## config.mk

```make
export PLATFORM = sky130hd
export DESIGN_NAME = oc8051_int_ctrl
export DESIGN_NICKNAME = d
export VERILOG_FILES = /design/src/rtl/oc8051_int_ctrl_pkg.sv /design/src/rtl/oc8051_int_prio.sv /design/src/rtl/oc8051_int_ctrl.sv
export SDC_FILE = /design/constraint.sdc
export NUM_CORES = 1
export LEC_CHECK = 0
export CORE_MARGIN = 1
export CORE_UTILIZATION = 40
export CTS_BUF_LIST = sky130_fd_sc_hd__clkbuf_2
export DETAILED_ROUTE_END_ITERATION = 7
export PLACE_DENSITY_LB_ADDON = 0.25
export SETUP_SLACK_MARGIN = 0.4
export SYNTH_ARGS = -nofsm -noshare
export SYNTH_HDL_FRONTEND = slang
export SYNTH_HIERARCHICAL = 1
export SYNTH_SLANG_ARGS = --single-unit
export TNS_END_PERCENT = 5
```

## constraint.sdc

```tcl
create_clock -name clk -period 3.2 [get_ports clk]
set_input_delay 0.48 -clock clk [delete_from_list [all_inputs] [get_ports clk]]
set_output_delay 0.48 -clock clk [all_outputs]
set_load 0.005 [all_outputs]
```

## src/rtl/oc8051_int_ctrl_pkg.sv

```systemverilog
// oc8051_int_ctrl_pkg: shared constants, state encoding and vector helper for the interrupt controller
package oc8051_int_ctrl_pkg;

    localparam logic [7:0] VEC_BASE = 8'h03;
    localparam logic [7:0] VEC_STEP = 8'h08;

    localparam logic [2:0] OC8051_INT_X0  = 3'd0;
    localparam logic [2:0] OC8051_INT_T0  = 3'd1;
    localparam logic [2:0] OC8051_INT_X1  = 3'd2;
    localparam logic [2:0] OC8051_INT_T1  = 3'd3;
    localparam logic [2:0] OC8051_INT_SER = 3'd4;

    typedef enum logic {
        OC8051_ICS_IDLE = 1'b0,
        OC8051_ICS_WAIT = 1'b1
    } ics_t;

    function automatic logic [7:0] int_vec(input logic [2:0] idx);
        return VEC_BASE + 8'(idx) * VEC_STEP;
    endfunction

endpackage

```

## src/rtl/oc8051_int_prio.sv

```systemverilog
// oc8051_int_prio: picks the winning source from the pending set, priority levels and in-service state
module oc8051_int_prio (
    input  logic [4:0] pend,
    input  logic [4:0] ip,
    input  logic       isr_hi,
    input  logic       isr_lo,
    output logic       win_valid,
    output logic [2:0] win_idx,
    output logic       win_hi
);

    logic [4:0] hi_el;
    logic [4:0] lo_el;
    logic [4:0] sel;

    // any active service routine blocks low level; only a high one blocks high level
    assign hi_el     = isr_hi ? 5'b0 : pend & ip;
    assign lo_el     = (isr_hi | isr_lo) ? 5'b0 : pend & ~ip;
    assign win_hi    = |hi_el;
    assign sel       = win_hi ? hi_el : lo_el;
    assign win_valid = |sel;

    always_comb begin
        win_idx = 3'd0;
        for (int i = 4; i >= 0; i--)
            if (sel[i]) win_idx = 3'(i);
    end

endmodule

```

## src/rtl/oc8051_int_ctrl.sv

```systemverilog
// oc8051_int_ctrl: masks, prioritises and issues 8051 interrupt requests to instruction select,
// tracking in-service levels until RETI and clearing hardware-cleared TCON flags on acknowledge
module oc8051_int_ctrl
    import oc8051_int_ctrl_pkg::*;
(
    input  logic       clk,
    input  logic       rst,
    input  logic [7:0] ie,
    input  logic [7:0] ip,
    input  logic       it0,
    input  logic       it1,
    input  logic       ie0,
    input  logic       tf0,
    input  logic       ie1,
    input  logic       tf1,
    input  logic       ri,
    input  logic       ti,
    input  logic       reti,
    input  logic       ack,
    output logic       int_req,
    output logic [7:0] int_v,
    output logic       clr_ie0,
    output logic       clr_tf0,
    output logic       clr_ie1,
    output logic       clr_tf1,
    output logic       busy
);

    ics_t       state, state_n;
    logic [4:0] pend;
    logic       win_valid, win_hi;
    logic [2:0] win_idx;
    logic [2:0] idx_q;
    logic       hi_q;
    logic       isr_hi, isr_lo, isr_hi_n, isr_lo_n;
    logic       issue, acked;
    logic       unused_bits;

    assign unused_bits = &{ie[6:5], ip[7:5]};
    assign pend        = {ri | ti, tf1, ie1, tf0, ie0} & ie[4:0] & {5{ie[7]}};
    assign busy        = (state == OC8051_ICS_WAIT);

    oc8051_int_prio u_prio (
        .pend      (pend),
        .ip        (ip[4:0]),
        .isr_hi    (isr_hi),
        .isr_lo    (isr_lo),
        .win_valid (win_valid),
        .win_idx   (win_idx),
        .win_hi    (win_hi)
    );

    always_comb begin
        issue   = (state == OC8051_ICS_IDLE) && win_valid && !reti;
        acked   = (state == OC8051_ICS_WAIT) && ack;
        state_n = issue ? OC8051_ICS_WAIT : acked ? OC8051_ICS_IDLE : state;
        // reti clears from pre-cycle state; an ack set on the same bit overrides it
        isr_hi_n = (acked & hi_q) | (isr_hi & ~reti);
        isr_lo_n = (acked & ~hi_q) | (isr_lo & ~(reti & ~isr_hi));
    end

    always_ff @(posedge clk) begin
        if (rst) begin
            state   <= OC8051_ICS_IDLE;
            int_req <= 1'b0;
            int_v   <= 8'h00;
            idx_q   <= 3'd0;
            hi_q    <= 1'b0;
            isr_hi  <= 1'b0;
            isr_lo  <= 1'b0;
            clr_ie0 <= 1'b0;
            clr_tf0 <= 1'b0;
            clr_ie1 <= 1'b0;
            clr_tf1 <= 1'b0;
        end else begin
            state   <= state_n;
            int_req <= issue;
            if (issue) begin
                int_v <= int_vec(win_idx);
                idx_q <= win_idx;
                hi_q  <= win_hi;
            end
            isr_hi  <= isr_hi_n;
            isr_lo  <= isr_lo_n;
            clr_ie0 <= acked && idx_q == OC8051_INT_X0 && it0;
            clr_tf0 <= acked && idx_q == OC8051_INT_T0;
            clr_ie1 <= acked && idx_q == OC8051_INT_X1 && it1;
            clr_tf1 <= acked && idx_q == OC8051_INT_T1;
        end
    end

endmodule

```

# Word-level counts from Yosys, hierarchy flattened
# Index checks and enable logic that the tools add are counted.
# op_classes
bitwise_logic,19
n_eq_ne,3
n_addsub,1
mux,10
reduce_logical,14
# op_table
operator,count
$and A5 B5 Y5,4
$mux W3,5
$mux W5,3
$reduce_or A5 Y1,2
$logic_and A1 B1 Y1,9
$add A2 B6 Y7 const A,1
$eq A3 B2 Y1 const B,2
$and A1 B1 Y1,5
$not A1 Y1,5
$not A5 Y5,1
$or A1 B1 Y1,4
$eq A3 B1 Y1 const B,1
$logic_not A3 Y1,1
$mux W1,2
$reduce_bool A2 Y1,1
$logic_not A1 Y1,1
# word_totals
out_inout_bits,14
reg_bits,20
in_bits,28

# Logic depth before layout (Yosys ltp)
# Gate-level depths: netlist of run 1.
# logic_depth
ltp_word,13
depth_mapped,8
depth_no_buf,8

# Cells and area by module
# The synthesis of run 1 kept the hierarchy.
# by_module_without_submodules
mod,n_inst,seq_area_each_um2,area_per_inst_um2,cells_per_inst
oc8051_int_ctrl,1,260.2,511.7,52
oc8051_int_prio,1,0.0,193.9,30

# Worst setup path after synthesis of run 1
# Ideal clock, no wire load.
# synth_timing
kind,input port to flip-flop
start,in ie0
end,reg hi_q
t_arrival_ns,2.036
setup_ns,0.128
slack_ns,1.036
n_path_buf,0
cell_stages,8
cell_sequence,and3_1 > a221oi_1 > a32o_1 > a311oi_1 > o21ai_0 > nor3b_4 > mux2i_1 > nor2_1
# synth_between
elab_chain_cells,9
# synth_lines
element,line,text
from (decl),oc8051_int_ctrl.sv:12,"input logic ie0,"
$and A5 B5 Y5 (*) (2 in series),oc8051_int_ctrl.sv:40,"assign pend = {ri | ti, tf1, ie1, tf0, ie0} & ie[4:0] & {5{ie[7]}};"
$and A5 B5 Y5,oc8051_int_prio.sv:17,assign hi_el = isr_hi ? 5'b0 : pend & ip;
$mux W5,oc8051_int_prio.sv:17,
$reduce_or A5 Y1,oc8051_int_prio.sv:19,assign win_hi = |hi_el;
$mux W5 (*),oc8051_int_prio.sv:20,assign sel = win_hi ? hi_el : lo_el;
$reduce_or A5 Y1 (*),oc8051_int_prio.sv:21,assign win_valid = |sel;
net win_valid,oc8051_int_ctrl.sv:31,"logic win_valid, win_hi;"
$logic_and A1 B1 Y1 (*) (2 in series),oc8051_int_ctrl.sv:54,issue = (state == OC8051_ICS_IDLE) && win_valid && !reti;
to (signal assigned),oc8051_int_ctrl.sv:81,hi_q <= win_hi;
to (decl),oc8051_int_ctrl.sv:34,logic hi_q;
# The timed path passes the listed nets; every way through them passes the cells marked *.
# A chain may end at the register's enable or synchronous reset.

# Worst setup path in the final report of run 1
# layout_timing
start,in ie[7]
end,reg idx_q[1]
# layout_lines
element,line,text
from (decl),oc8051_int_ctrl.sv:8,"input logic [7:0] ie,"
$and A5 B5 Y5 (*),oc8051_int_ctrl.sv:40,
net pend[0],oc8051_int_ctrl.sv:30,logic [4:0] pend;
$and A5 B5 Y5,oc8051_int_prio.sv:17,
$mux W5,oc8051_int_prio.sv:17,
$reduce_or A5 Y1,oc8051_int_prio.sv:19,
$mux W5 (*),oc8051_int_prio.sv:20,
$reduce_or A5 Y1 (*),oc8051_int_prio.sv:21,
net win_valid,oc8051_int_ctrl.sv:31,
$logic_and A1 B1 Y1 (*) (2 in series),oc8051_int_ctrl.sv:54,
to (signal assigned),oc8051_int_ctrl.sv:80,idx_q <= win_idx;
to (decl),oc8051_int_ctrl.sv:33,logic [2:0] idx_q;
# Marked as above.

==> results.md, run 1 <==
Placed design:
- The congestion estimate from routability-driven global placement came to 0.866.
- The count of input and output buffers is 33.
- The HPWL after detailed placement is roughly 1300 um.

Critical path:
- The kind of start point of the critical path is a primary input.
- The count of buffer and inverter cells on the critical path is 2.
- The slack of the worst reg-to-reg path is between 1 and 1.5 ns.
- The critical-path maximum fanout is 5.
- The data required time of the worst path is ~3.4 ns.
- For this run, the slowest stage of the critical path takes 0.48 ns.
- The path depth of the worst reg2reg path is 9.
- The capture point of the worst reg-to-reg path is int_v[1]$_SDFFE_PP0P_.
- The highest-delay cell along the critical path is sky130_fd_sc_hd__clkdlybuf4s50_1.
- STA classifies the critical path endpoint as a register.
- In this run the critical register-to-register path is launched from isr_hi$_SDFF_PP0_.
- The path type of the worst setup path is primary input to register.
- Walking the worst path, the cells encountered are clkdlybuf4s50_1, and3_1, a221oi_1, a31oi_1, o21ai_0, nor3b_4, buf_4, mux2i_1, nor2_1.
- The critical path runs through a total of 9 cells.
- The arrival time of data at the critical path endpoint is approximately 2.8 ns.
- The cell family contributing the most delay on the critical path is compound AO/OA/AOI/OAI gates.

Logic synthesis:
- Summing the areas of all compound-gate instances in the mapped netlist gives about 22% of the synthesized area.
- After synthesis, the largest family of logic cells by area is simple AND/OR/NAND/NOR gates.
- The total of flip-flops plus latches after synthesis is 13.
- The synthesized-area fraction occupied by xor and xnor cells is 0%.
- The cell count after synthesis came out at 82.
- The largest area contributor in the netlist is sky130_fd_sc_hd__dfxtp_1.
- The share of synthesized area in the top cell type comes to 36.9%.
- Multiplexer cells account for roughly 5.7% of the synthesized area.
- The synthesized netlist occupies a cell area of between 700 and 800 um2.
- The simple-gate portion of the synthesized area is 27.3%.
- By area the synthesized netlist is led by sky130_fd_sc_hd__dfxtp_1 37%, sky130_fd_sc_hd__mux2i_1 5.7%, sky130_fd_sc_hd__nor2_1 5.3%.
- After synthesis, the netlist uses 34 different library cells.
- The average instance in the mapped netlist occupies ~8.6 um2.
- The Yosys step of the flow raised 6 warnings.
- Sequential elements use a little under two fifths of the synthesized area.
- The area share of fa/ha/maj cells after synthesis is 0%.

Hold path:
- The cell depth of the worst min-delay path is 2.
- In this run the most critical hold path is launched from isr_lo$_SDFF_PP0_.
- The type of the worst min-delay path is register to register.
- The worst hold path terminates at isr_lo$_SDFF_PP0_.

Detailed routing:
- After the first detailed-routing iteration, the DRC count stood at 22.
- In the routed layout, each cell is associated on average with a via count of approximately 5.4.
- The routed length on met3 is a little over 60 um.
- The count of TritonRoute iterations in the first routing pass is 6.
- The routed length on met1 is ~750 um.
- In this run the remaining antenna-violating nets after routing total 0.
- Detailed routing placed a total of 818 um of wire on met2.
- After detailed routing, no signal wire sits above met3.
- The detailed-route wire length per cell is 12.0 um.
- The post-route DRC violation count is 0.
- The via count is ~730.
- The final wirelength is 1630 um.

Clock tree:
- The H-tree depth is 1.
- Counting along the longest clock path gives a buffer depth of 2.
- Clock-pin slew was measured on the worst setup and hold paths at around 0.12 ns.
- The number of sinks on the clock net is 13.
- The cell sitting at the root of the clock tree is a sky130_fd_sc_hd__clkbuf_2.
- The clock insertion delay at the later pin of the skew report is around 0.27 ns.
- TritonCTS built the clock tree.
- TritonCTS created 3 clock buffers.
- After clock tree synthesis, the repair step resized 0 gates.

STA:
- Of the available clock period, the critical path in the final layout requires 81.4%.
- The count of endpoints failing setup in the final report is 0.
- Setup repair after global routing left no endpoint under its margin.
- The number of failing hold endpoints at the final stage was 0.
- The top achievable clock speed is 384 MHz.
- The worst clock skew is between 0.007 and 0.008 ns.
- The total negative setup slack is 0 ns.
- The worst path needs roughly 2.6 ns of the cycle, external delays included.
- The number of max-slew violations in the final report is 0.

Run status:
- The flow ran to the end, and the final reports show no timing, DRC or antenna violations.

Finish:
- The area growth from synthesis to final layout is 53.0%.
- The fill cell instance count of the final layout is 132.
- The final layout net count is ~150.
- The register area is between 200 and 300 um2.
- Summing all multi-input logic gate instances after layout gives around 400 um2.
- The final standard cell utilization of the core is about two thirds.
- The number of antenna diodes in the final layout is 0.
- The layout cell share with drive strength beyond 1 is about 10%.
- The most frequent standard cell in the layout excluding fill and tap cells is sky130_fd_sc_hd__clkdlybuf4s50_1.
- In the layout the commonest cells are 33 x sky130_fd_sc_hd__clkdlybuf4s50_1, 13 x sky130_fd_sc_hd__dfxtp_1, 10 x sky130_fd_sc_hd__nor2_1.

Pwr:
- The power density normalized to cell area is between 300 and 400 nW/um2.
- In this run the static leakage power is between 0.4 and 0.5 nW.
- The maximum resistive drop on vdd is 0.243 mV.

GRT:
- The number of antenna violations at the first check in global routing is 0.
- Global routing consumed, over all layers together, a little under a fifth of the routing resources.
- The wire length of the first global-routing pass is approximately 2800 um.
- Entering global routing, the biggest net connects 12 pins.
- The via count of the first global-routing pass is roughly 650.
- For this run the aggregate overflow at the end of global routing stands at 0.

Die:
- Measured along the y axis, the die boundary spans 44 um.
- For this design the top-level I/O count stands at 42.
- The die covers 1940 um2.
- The placement row count is 14.
- The area of the core is 1580 um2.
- In this run the horizontal extent of the chip is roughly 44 um.
- The initial core utilization is ~45%.

Run:
- The tool flagged a number of max-cap violations equal to 0.
[synthesized netlist by cell type]
master,number
sky130_fd_sc_hd__nand2_1,6
sky130_fd_sc_hd__nor3b_2,1
sky130_fd_sc_hd__a22o_2,1
sky130_fd_sc_hd__and3_1,5
sky130_fd_sc_hd__a31oi_1,3
sky130_fd_sc_hd__nor3_1,1
sky130_fd_sc_hd__a21oi_1,3
sky130_fd_sc_hd__o21ai_0,3
sky130_fd_sc_hd__dfxtp_1,13
sky130_fd_sc_hd__or2_0,1
sky130_fd_sc_hd__nor2b_1,1
sky130_fd_sc_hd__o21ba_2,1
sky130_fd_sc_hd__a32oi_1,2
sky130_fd_sc_hd__a222oi_1,1
sky130_fd_sc_hd__o211a_1,1
sky130_fd_sc_hd__a22oi_1,1
sky130_fd_sc_hd__inv_1,5
sky130_fd_sc_hd__clkbuf_1,1
sky130_fd_sc_hd__nor3b_4,1
sky130_fd_sc_hd__mux2i_1,4
sky130_fd_sc_hd__nor4_1,1
sky130_fd_sc_hd__conb_1,1
sky130_fd_sc_hd__a221oi_1,1
sky130_fd_sc_hd__nor2_1,10
sky130_fd_sc_hd__or2b_1,1
sky130_fd_sc_hd__and4b_1,1
sky130_fd_sc_hd__a32o_1,1
sky130_fd_sc_hd__o22ai_1,1
sky130_fd_sc_hd__buf_4,4
sky130_fd_sc_hd__a311oi_1,1
sky130_fd_sc_hd__and2_1,2
sky130_fd_sc_hd__and3b_1,1
sky130_fd_sc_hd__and2b_1,1
sky130_fd_sc_hd__o22a_1,1
[final cells by class]
cell class	instances	share of cell area, %
sequential	13	24.1
timing repair buffer	37	33.4
tap	16	1.85
inverter	5	1.74
clock buffer	4	1.85
multi-input combinational	61	37.1
[worst max path at each step]
stage	startpoint	to	slack, ns
after floorplan	ie0	hi_q$_SDFFE_PP0P_	1.04
after global placement	ie[7]	int_v[5]$_SDFFE_PP0P_	0.33
after detailed placement	ie[7]	hi_q$_SDFFE_PP0P_	0.29
after CTS	ie[7]	hi_q$_SDFFE_PP0P_	0.59
after global routing	ie[7]	hi_q$_SDFFE_PP0P_	0.49
final	ie[7]	idx_q[1]$_SDFFE_PP0P_	0.59
[per-layer routing]
| layer | track usage [%] | vias to the layer above |
|---|---|---|
| met2 | 31.5 | 15 |
| met5 | 0 | - |
| met3 | 7.50 | 0 |
| met1 | 23.4 | 341 |
| met4 | 4.85 | 0 |
| li1 | - | 372 |
[flip-flops by register name, summed over array words and instances (netlist names)]
register / cells
idx_q: 2
int_v: 2
busy: 1
clr_ie0: 1
clr_ie1: 1
clr_tf0: 1
clr_tf1: 1
hi_q: 1
int_req: 1
isr_hi: 1
isr_lo: 1
[per-stage QoR]
| step | hold slack (ns) | setup WS [ns] | power (mW) | instances | area, um2 |
|---|---|---|---|---|---|
| 2_1_floorplan | 0.466 | 1.04 | 0.224 | 84 | 713 |
| 3_3_place_gp | 0.475 | 0.333 | 0.268 | 129 | 1040 |
| 3_5_place_dp | 0.486 | 0.294 | 0.271 | 129 | 1040 |
| 4_1_cts | 0.504 | 0.590 | 0.356 | 133 | 1060 |
| 5_1_grt | 0.548 | 0.492 | 0.381 | 136 | 1080 |
| 6_report | 0.503 | 0.594 | 0.358 | 136 | 1080 |
[cell families (layout without fill, tap and decap cells)]
family,Yosys count,after routing
AO/OA/AOI/OAI,21,21
buffers and inverters,10,46
flip-flops,13,13
multiplexers,4,4
other,1,3
AND/OR/NAND/NOR,33,33
[worst min-delay path, delay by kind of cell (launching register included)]
kind	cells	cell delay, ns
compound gates	2	0.13
flops	1	0.34
[power breakdown]
group | switching (mW) | internal [mW]
sequential | 0.00591 | 0.168
clock | 0.0502 | 0.0332
combinational | 0.0368 | 0.0631
[timing repair]
action	4_1_cts	5_1_grt
endpoints found under the setup margin	0	4
hold buffers	0	0
setup buffers	0	3
Power figures use the tool's default switching activity.
==> run 2: changes to the inputs <==
--- a/config.mk
+++ b/config.mk
@@ -6,7 +6,7 @@
 export NUM_CORES = 1
 export LEC_CHECK = 0
 export CORE_MARGIN = 1
-export CORE_UTILIZATION = 40
+export CORE_UTILIZATION = 38
 export CTS_BUF_LIST = sky130_fd_sc_hd__clkbuf_2
 export DETAILED_ROUTE_END_ITERATION = 7
 export PLACE_DENSITY_LB_ADDON = 0.25
==> constraint.sdc (replaced) <==
create_clock -name clk -period 2.6 [get_ports clk]
set_input_delay 0.39 -clock clk [delete_from_list [all_inputs] [get_ports clk]]
set_output_delay 0.39 -clock clk [all_outputs]
set_load 0.005 [all_outputs]
==> run 2 against run 1 <==
  * Critical path depth increased by 1
  * Design area increased by 12%
  * Critical path type unchanged
  * Global-route usage decreased by 1.2 points
  * Highest routed layer is now met4
  * Register-to-register slack got worse by 0.45 ns
  * Sequential power increased by 24%
  * Clock-buffer cell count unchanged
  * Clock power increased by 20%
==> results.md, run 2 (same netlist as run 1, synthesis figures left out) <==
Finish:
- The final standard cell utilization of the core is 69.9% (was 68.5%).
- The design area was 1210 um2 (was 1080 um2).
- The fill cell instance count of the final layout is 146 (was 132).
- Commonest cells after routing, fill and taps aside: 22 x sky130_fd_sc_hd__clkdlybuf4s50_1, 13 x sky130_fd_sc_hd__dfxtp_1, 10 x sky130_fd_sc_hd__nor2_1, 10 x sky130_fd_sc_hd__dlymetal6s2s_1, 8 x sky130_fd_sc_hd__buf_4 (was 33 x sky130_fd_sc_hd__clkdlybuf4s50_1, 13 x sky130_fd_sc_hd__dfxtp_1, 10 x sky130_fd_sc_hd__nor2_1).
- The area growth from synthesis to final layout is 70.9% (was 53.0%).
- The layout cell share with drive strength beyond 1 is 20.6% (was 10.0%).
- The number of antenna repair diodes is 0 (unchanged).
- The final layout net count is 155 (was 149).
- The most frequent standard cell in the layout excluding fill and tap cells is sky130_fd_sc_hd__clkdlybuf4s50_1 (unchanged).
- Registers with the highest flip-flop counts: idx_q x2, int_v x2 (unchanged).

Detailed routing:
- The post-detailed-route via-to-cell ratio is 5.13 (was 5.35).
- The via count is 775 (was 728).
- The remaining number of nets flagged by the antenna check after routing came to 0 (unchanged).
- The detailed-route wire length per cell was 11.4 um (was 12.0 um).
- The final wirelength is 1710 um (was 1630 um).
- The starting DRC count in detailed routing is 8 (was 22).
- The post-route DRC violation count is 0 (unchanged).
- The count of TritonRoute iterations in the first routing pass came to 4 (was 6).

Critical path:
- The critical-path maximum fanout came to 4 (was 5).
- The count of buffer and inverter cells on the critical path came to 3 (was 2).
- The path type of the worst setup path was primary input to register (unchanged).
- The kind of start point of the critical path is a primary input (unchanged).
- The cell family contributing the most delay on the critical path is buffers and inverters (was compound AO/OA/AOI/OAI gates).
- The highest-delay cell along the critical path is sky130_fd_sc_hd__clkdlybuf4s50_1 (unchanged).
- Cell-by-cell trace of the critical path: clkdlybuf4s50_1, and3_4, a222oi_1, buf_4, a311oi_2, o21ai_1, nor3b_4, buf_6, mux2i_2, nor2_1 (was clkdlybuf4s50_1, and3_1, a221oi_1, a31oi_1, o21ai_0, nor3b_4, buf_4, mux2i_1, nor2_1).
- The delay of the slowest cell on the worst path is 0.40 ns (was 0.48 ns).
- The arrival time of data at the critical path endpoint is 2.33 ns (was 2.76 ns).
- The endpoint kind of the worst setup timing path is a register (unchanged).
- The data required time of the worst path was 2.74 ns (was 3.35 ns).

GRT:
- The largest net degree at the start of global routing was 12 (unchanged).
- The number of antenna violations at the first check in global routing was 0 (unchanged).
- The global routing usage summed across all routing layers is 18.0% (was 19.2%).
- The overflow left after global routing is 0 (unchanged).
- The via count of the first global-routing pass is 678 (was 649).
- The wire length of the first global-routing pass was 2720 um (was 2770 um).

Clock tree:
- The clock insertion delay at the later pin of the skew report is 0.25 ns (was 0.27 ns).
- The CTS buffer count came to 3 (unchanged).
- The number of sinks on the clock net is 13 (unchanged).
- The buffer type at the clock tree root is sky130_fd_sc_hd__clkbuf_2 (unchanged).
- The number of buffers inserted for hold repair after clock tree synthesis is 0 (unchanged).
- The TritonCTS clock tree was yes (unchanged).
- The deepest clock path buffer count is 2 (unchanged).
- The clock input transition at the sequential cells of the worst setup and hold paths is 0.12 ns (about the same).
- The H-tree depth was 1 (unchanged).

Pwr:
- The part of the power in combinational logic is 30.3% (was 28.0%).
- The switching power share of the total is 25.8% (was 26.0%).
- The power density normalized to cell area is 374 nW/um2 (was 331 nW/um2).
- The internal cell power was 0.335 mW (was 0.265 mW).
- The sequential cell fraction of total power is 47.6% (was 48.7%).
- The maximum resistive drop on vdd was 0.157 mV (was 0.243 mV).
- The net switching power came to 0.116 mW (was 0.0929 mW).
- The clock network fraction of design power is 22.1% (was 23.3%).
- The cell leakage power came to 0.569 nW (was 0.443 nW).

STA:
- The number of failing hold endpoints at the final stage came to 0 (unchanged).
- The shortest clock period the worst path allows after layout is 2.19 ns.
- The top achievable clock speed is approximately 460 MHz.
- The worst slack on hold paths is 0.508 ns (was 0.503 ns).
- The worst clock skew is 0.00808 ns (was 0.00719 ns).
- The number of max-slew violations in the final report is 0 (unchanged).
- Setup repair after global routing missed its margin: false (unchanged).
- The count of endpoints failing setup in the final report is 0 (unchanged).
- The ratio of final minimum period to clock period is 84.4%.

Die:
- The initial core utilization is 40.9% (was 44.8%).
- The overall die width is 45.1 um (was 44 um).
- The area enclosed by the die boundary came to 2030 um2 (was 1940 um2).
- The height of the die is 45.1 um (was 44 um).
- The area of the core is 1730 um2 (was 1580 um2).
- The placement row count is 15 (was 14).
- The top-level I/O count is 42 (unchanged).

Placed design:
- The sum of net half-perimeters after detailed placement is 1300 um (about the same).
- The placer's final routability congestion estimate was 0.810 (was 0.866).
- The total placed instance area is 1110 um2 (was 1040 um2).
- The count of input and output buffers is 33 (unchanged).

Run status:
- Status: finished, final reports clean (unchanged).

Hold path:
- The type of the worst min-delay path was register to register (unchanged).

Run:
- The max-cap check violation count is 0 (unchanged).
run 2: power by group through the flow:
stage,Sequential (mW),Clock [mW],Combinational (mW)
after detailed placement,0.219,0,0.125
after floorplan,0.218,0,0.0571
after global routing,0.216,0.114,0.149
after CTS,0.215,0.103,0.134
after global placement,0.219,0,0.123
final,0.215,0.0998,0.137
run 2: worst paths after layout:
kind,from,end,slack (ns),depth (start not counted)
max,tf1,idx_q[1]$_SDFFE_PP0P_,0.41,10
min,int_v[1]$_SDFFE_PP0P_,int_v[1]$_SDFFE_PP0P_,0.51,2
min reg2reg,int_v[1]$_SDFFE_PP0P_,int_v[1]$_SDFFE_PP0P_,0.51,2
max reg2reg,isr_hi$_SDFF_PP0_,idx_q[1]$_SDFFE_PP0P_,0.68,8
run 2: area by class of cell:
cell class                 count  area, um2  share of cell area (%)
inverter                       5       18.8                    1.56
sequential                    13        260                    21.6
timing repair buffer          43        438                    36.3
tap                           25       31.3                    2.59
clock buffer                   4       20.0                    1.66
multi-input combinational     61        438                    36.3
run 2: worst min-delay path, cell delays in order, from the launching register on:
cell and delay (ns):
sky130_fd_sc_hd__dfxtp_1 0.34, sky130_fd_sc_hd__nor2_1 0.10, sky130_fd_sc_hd__nor2_1 0.04
run 2: metrics by stage:
stage	TNS, ns	std cells	setup WS (ns)	total power, mW
floorplan	0	84	0.526	0.276
global placement	-0.128	146	-0.0395	0.342
detailed placement	-0.222	146	-0.0614	0.344
CTS	0	151	0.412	0.451
global route	0	151	0.379	0.478
finish	0	151	0.405	0.451
run 2: routing by layer:
metal  wire length [um]  share of wire, %  vias to the layer above  global-route usage, %
met4                  8              0.47                        0                   7.27
met1                718                42                      362                   22.3
met2                881                51                       30                   31.0
li1                   -                 -                      381                      -
met3                106               6.2                        2                   2.40
met5                  0                 0                        -                      0
run 2: timing repair:
action	CTS	global route
gates resized for setup	8	15
setup buffers	1	0
pin swaps	1	7
setup endpoints to repair	7	6
==> run 3: changes to the inputs <==
==> constraint.sdc (replaced) <==
create_clock -name clk -period 2.22 [get_ports clk]
set_input_delay 0.333 -clock clk [delete_from_list [all_inputs] [get_ports clk]]
set_output_delay 0.333 -clock clk [all_outputs]
set_load 0.005 [all_outputs]
==> run 3 against run 2 <==
  * Final cell count rose by 5.3%
  * Routed wire length rose by 16%
  * Critical path depth rose by 2
  * Flip-flop and latch count did not move
  * Die area did not move
  * Combinational power rose by 22%
  * Power rose by 20%
  * Largest cell class unchanged
  * Largest power group unchanged
==> results.md, run 3 (same netlist as run 1, synthesis figures left out) <==
Detailed routing:
- The count of TritonRoute iterations in the first routing pass came to 4 (unchanged).
- The via count is 801 (was 775).
- The remaining number of nets flagged by the antenna check after routing was 0 (unchanged).
- The post-detailed-route via-to-cell ratio was 5.04 (was 5.13).
- The detailed-route wire length per cell came to 12.5 um (was 11.4 um).
- The final wirelength is 1990 um (was 1710 um).
- The post-route DRC violation count is 0 (unchanged).
- The starting DRC count in detailed routing is 15 (was 8).

Hold path:
- The hold path endpoint is int_v[1]$_SDFFE_PP0P_ (unchanged).
- The type of the worst min-delay path is register to register (unchanged).
- The cell depth of the worst min-delay path came to 2 (unchanged).
- The launch instance of the worst min-delay path was int_v[1]$_SDFFE_PP0P_ (unchanged).

Finish:
- The number of cells in the finished layout apart from fillers is 159 (was 151).
- Registers with the highest flip-flop counts: idx_q x2, int_v x2 (unchanged).
- The fill cell instance count of the final layout is 168 (was 146).
- Commonest cells after routing, fill and taps aside: 16 x sky130_fd_sc_hd__clkdlybuf4s50_1, 15 x sky130_fd_sc_hd__buf_4, 14 x sky130_fd_sc_hd__clkbuf_2 (was 22 x sky130_fd_sc_hd__clkdlybuf4s50_1, 13 x sky130_fd_sc_hd__dfxtp_1, 10 x sky130_fd_sc_hd__nor2_1, 10 x sky130_fd_sc_hd__dlymetal6s2s_1, 8 x sky130_fd_sc_hd__buf_4).
- The number of antenna repair diodes came to 0 (unchanged).
- The most frequent standard cell in the layout excluding fill and tap cells is sky130_fd_sc_hd__clkdlybuf4s50_1 (unchanged).
- The final layout net count is 163 (was 155).
- The multi-input gate area in the final layout is 452 um2 (was 438 um2).
- The layout cell share with drive strength beyond 1 is 34.3% (was 20.6%).
- The register area came to 262 um2 (was 260 um2).
- The area growth from synthesis to final layout is 71.5% (was 70.9%).

Critical path:
- The delay of the slowest cell on the worst path is 0.25 ns (was 0.40 ns).
- The endpoint kind of the worst setup timing path was a register (unchanged).
- Cell-by-cell trace of the critical path: clkdlybuf4s15_1, o211a_1, buf_6, buf_4, nand2_1, a32o_2, a311oi_2, o21ai_1, nor3b_4, buf_6, mux2i_1, nor2_1 (was clkdlybuf4s50_1, and3_4, a222oi_1, buf_4, a311oi_2, o21ai_1, nor3b_4, buf_6, mux2i_2, nor2_1).
- The arrival time of data at the critical path endpoint came to 1.98 ns (was 2.33 ns).
- The origin of the critical flop-to-flop path is isr_hi$_SDFF_PP0_ (unchanged).
- The capture point of the worst reg-to-reg path is int_v[5]$_SDFFE_PP0P_ (was idx_q[1]$_SDFFE_PP0P_).
- Among the stages of the critical path, the cell type that occurs most often is sky130_fd_sc_hd__buf_6.
- The cell family contributing the most delay on the critical path is compound AO/OA/AOI/OAI gates (was buffers and inverters).
- The count of buffer and inverter cells on the critical path is 4 (was 3).
- The critical-path maximum fanout was 3 (was 4).
- The kind of start point of the critical path is a primary input (unchanged).
- The path type of the worst setup path is primary input to register (unchanged).
- The path depth of the worst reg2reg path is 8 (unchanged).
- The data required time of the worst path came to 2.38 ns (was 2.74 ns).
- The highest-delay cell along the critical path is sky130_fd_sc_hd__a32o_2 (was sky130_fd_sc_hd__clkdlybuf4s50_1).
- The slack of the worst reg-to-reg path is 0.41 ns (was 0.68 ns).

Clock tree:
- The clock input transition at the sequential cells of the worst setup and hold paths is 0.12 ns (about the same).
- The clock insertion delay at the later pin of the skew report is 0.27 ns (was 0.25 ns).
- The buffer type at the clock tree root is sky130_fd_sc_hd__clkbuf_2 (unchanged).
- The TritonCTS clock tree is yes (unchanged).
- The number of sinks on the clock net is 13 (unchanged).
- The H-tree depth is 1 (unchanged).
- The CTS buffer count came to 3 (unchanged).
- The deepest clock path buffer count is 2 (unchanged).
- The number of buffers inserted for hold repair after clock tree synthesis is 0 (unchanged).

Die:
- The top-level I/O count is 42 (unchanged).
- The area enclosed by the die boundary is 2030 um2 (unchanged).
- The height of the die came to 45.1 um (unchanged).
- The placement row count is 15 (unchanged).
- The initial core utilization was 40.9% (unchanged).
- The area of the core is 1730 um2 (unchanged).
- The overall die width is 45.1 um (unchanged).

Pwr:
- The power density normalized to cell area is 447 nW/um2 (was 374 nW/um2).
- The total power of the final layout came to 0.541 mW (was 0.451 mW).
- The switching power share of the total is 27.2% (was 25.8%).
- The cell leakage power is 0.534 nW (was 0.569 nW).
- The maximum resistive drop on vdd is 0.217 mV (was 0.157 mV).
- The part of the power in combinational logic is 30.8% (was 30.3%).
- The sequential cell fraction of total power was 46.7% (was 47.6%).
- The internal cell power is 0.394 mW (was 0.335 mW).
- The clock network fraction of design power is 22.5% (was 22.1%).
- The net switching power is 0.147 mW (was 0.116 mW).

STA:
- The ratio of final minimum period to clock period is 82.4%.
- The worst slack on hold paths came to 0.511 ns (was 0.508 ns).
- The worst clock skew is 0.00881 ns (was 0.00808 ns).
- The number of max-slew violations in the final report came to 0 (unchanged).
- The count of endpoints failing setup in the final report is 0 (unchanged).
- The number of failing hold endpoints at the final stage came to 0 (unchanged).
- The shortest clock period the worst path allows after layout is ~1.8 ns.
- The smallest setup slack after layout is 0.391 ns (was 0.405 ns).
- Setup repair after global routing missed its margin: true (was false).
- The top achievable clock speed is roughly 550 MHz.

Run:
- The max-cap check violation count is 0 (unchanged).

GRT:
- The global routing usage summed across all routing layers is 21.6% (was 18.0%).
- The number of antenna violations at the first check in global routing is 0 (unchanged).
- The wire length of the first global-routing pass is 3070 um (was 2720 um).
- The largest net degree at the start of global routing is 12 (unchanged).
- The via count of the first global-routing pass is 740 (was 678).
- The overflow left after global routing is 0 (unchanged).

Run status:
- Status: finished, final reports clean (unchanged).

Placed design:
- The number of placed cells counting well taps is 147 (was 146).
- The count of input and output buffers is 33 (unchanged).
- The pre-CTS worst setup slack is -0.297 ns (was -0.0614 ns).
- The placer's final routability congestion estimate is 0.791 (was 0.810).
- The sum of net half-perimeters after detailed placement was 1290 um (was 1300 um).
## run 3: final cells by class
class	count	share of cell area (%)
Inverter	5	1.55
Tap cell	25	2.59
Multi-Input combinational cell	61	37.3
Timing Repair Buffer	51	35.3
Clock buffer	4	1.65
Sequential cell	13	21.6
## run 3: layer usage
metal	share of wire (%)	vias to the layer above	GRT usage [%]	routed length (um)
met5	0	-	0	0
met4	3.0	0	14.5	59
met3	5.0	7	4.00	99
met2	53	39	38.6	1050
met1	39	358	22.7	775
li1	-	397	-	-
## run 3: tightest hold or removal path, cell delays in order, from the launching register on
cell                      delay [ns]
sky130_fd_sc_hd__dfxtp_1        0.34
sky130_fd_sc_hd__nor2_1         0.10
sky130_fd_sc_hd__nor2_1         0.04
## run 3: timing repair
action	in CTS	in global routing
endpoints found under the hold margin	0	0
setup buffers	7	1
gates resized for setup	36	19
endpoints found under the setup margin	7	6
pin swaps	9	9
## run 3: metrics by stage
stage	utilization, %	setup TNS, ns	area, um2
6_report	70.1	0	1210
5_1_grt	70.1	0	1210
4_1_cts	71.4	0	1230
3_5_place_dp	65.6	-1.83	1130
3_3_place_gp	65.6	-1.72	1130
2_1_floorplan	-	0	729
## run 3: power groups by stage
stage	logic (mW)	registers, mW	clock network [mW]
finish	0.167	0.252	0.122
global route	0.181	0.254	0.134
detailed placement	0.150	0.257	0
floorplan	0.0693	0.256	0
global placement	0.148	0.256	0
CTS	0.163	0.252	0.122
## run 3: worst max path at each step
stage	slack, ns	end	depth (start not counted)	startpoint
6_report	0.39	int_v[5]$_SDFFE_PP0P_	12	ie[4]
2_1_floorplan	0.29	hi_q$_SDFFE_PP0P_	7	ie[7]
3_5_place_dp	-0.30	idx_q[0]$_SDFFE_PP0P_	10	ie[7]
4_1_cts	0.40	idx_q[0]$_SDFFE_PP0P_	10	ie[0]
3_3_place_gp	-0.29	idx_q[1]$_SDFFE_PP0P_	10	ie[7]
5_1_grt	0.31	int_v[5]$_SDFFE_PP0P_	10	ie[7]
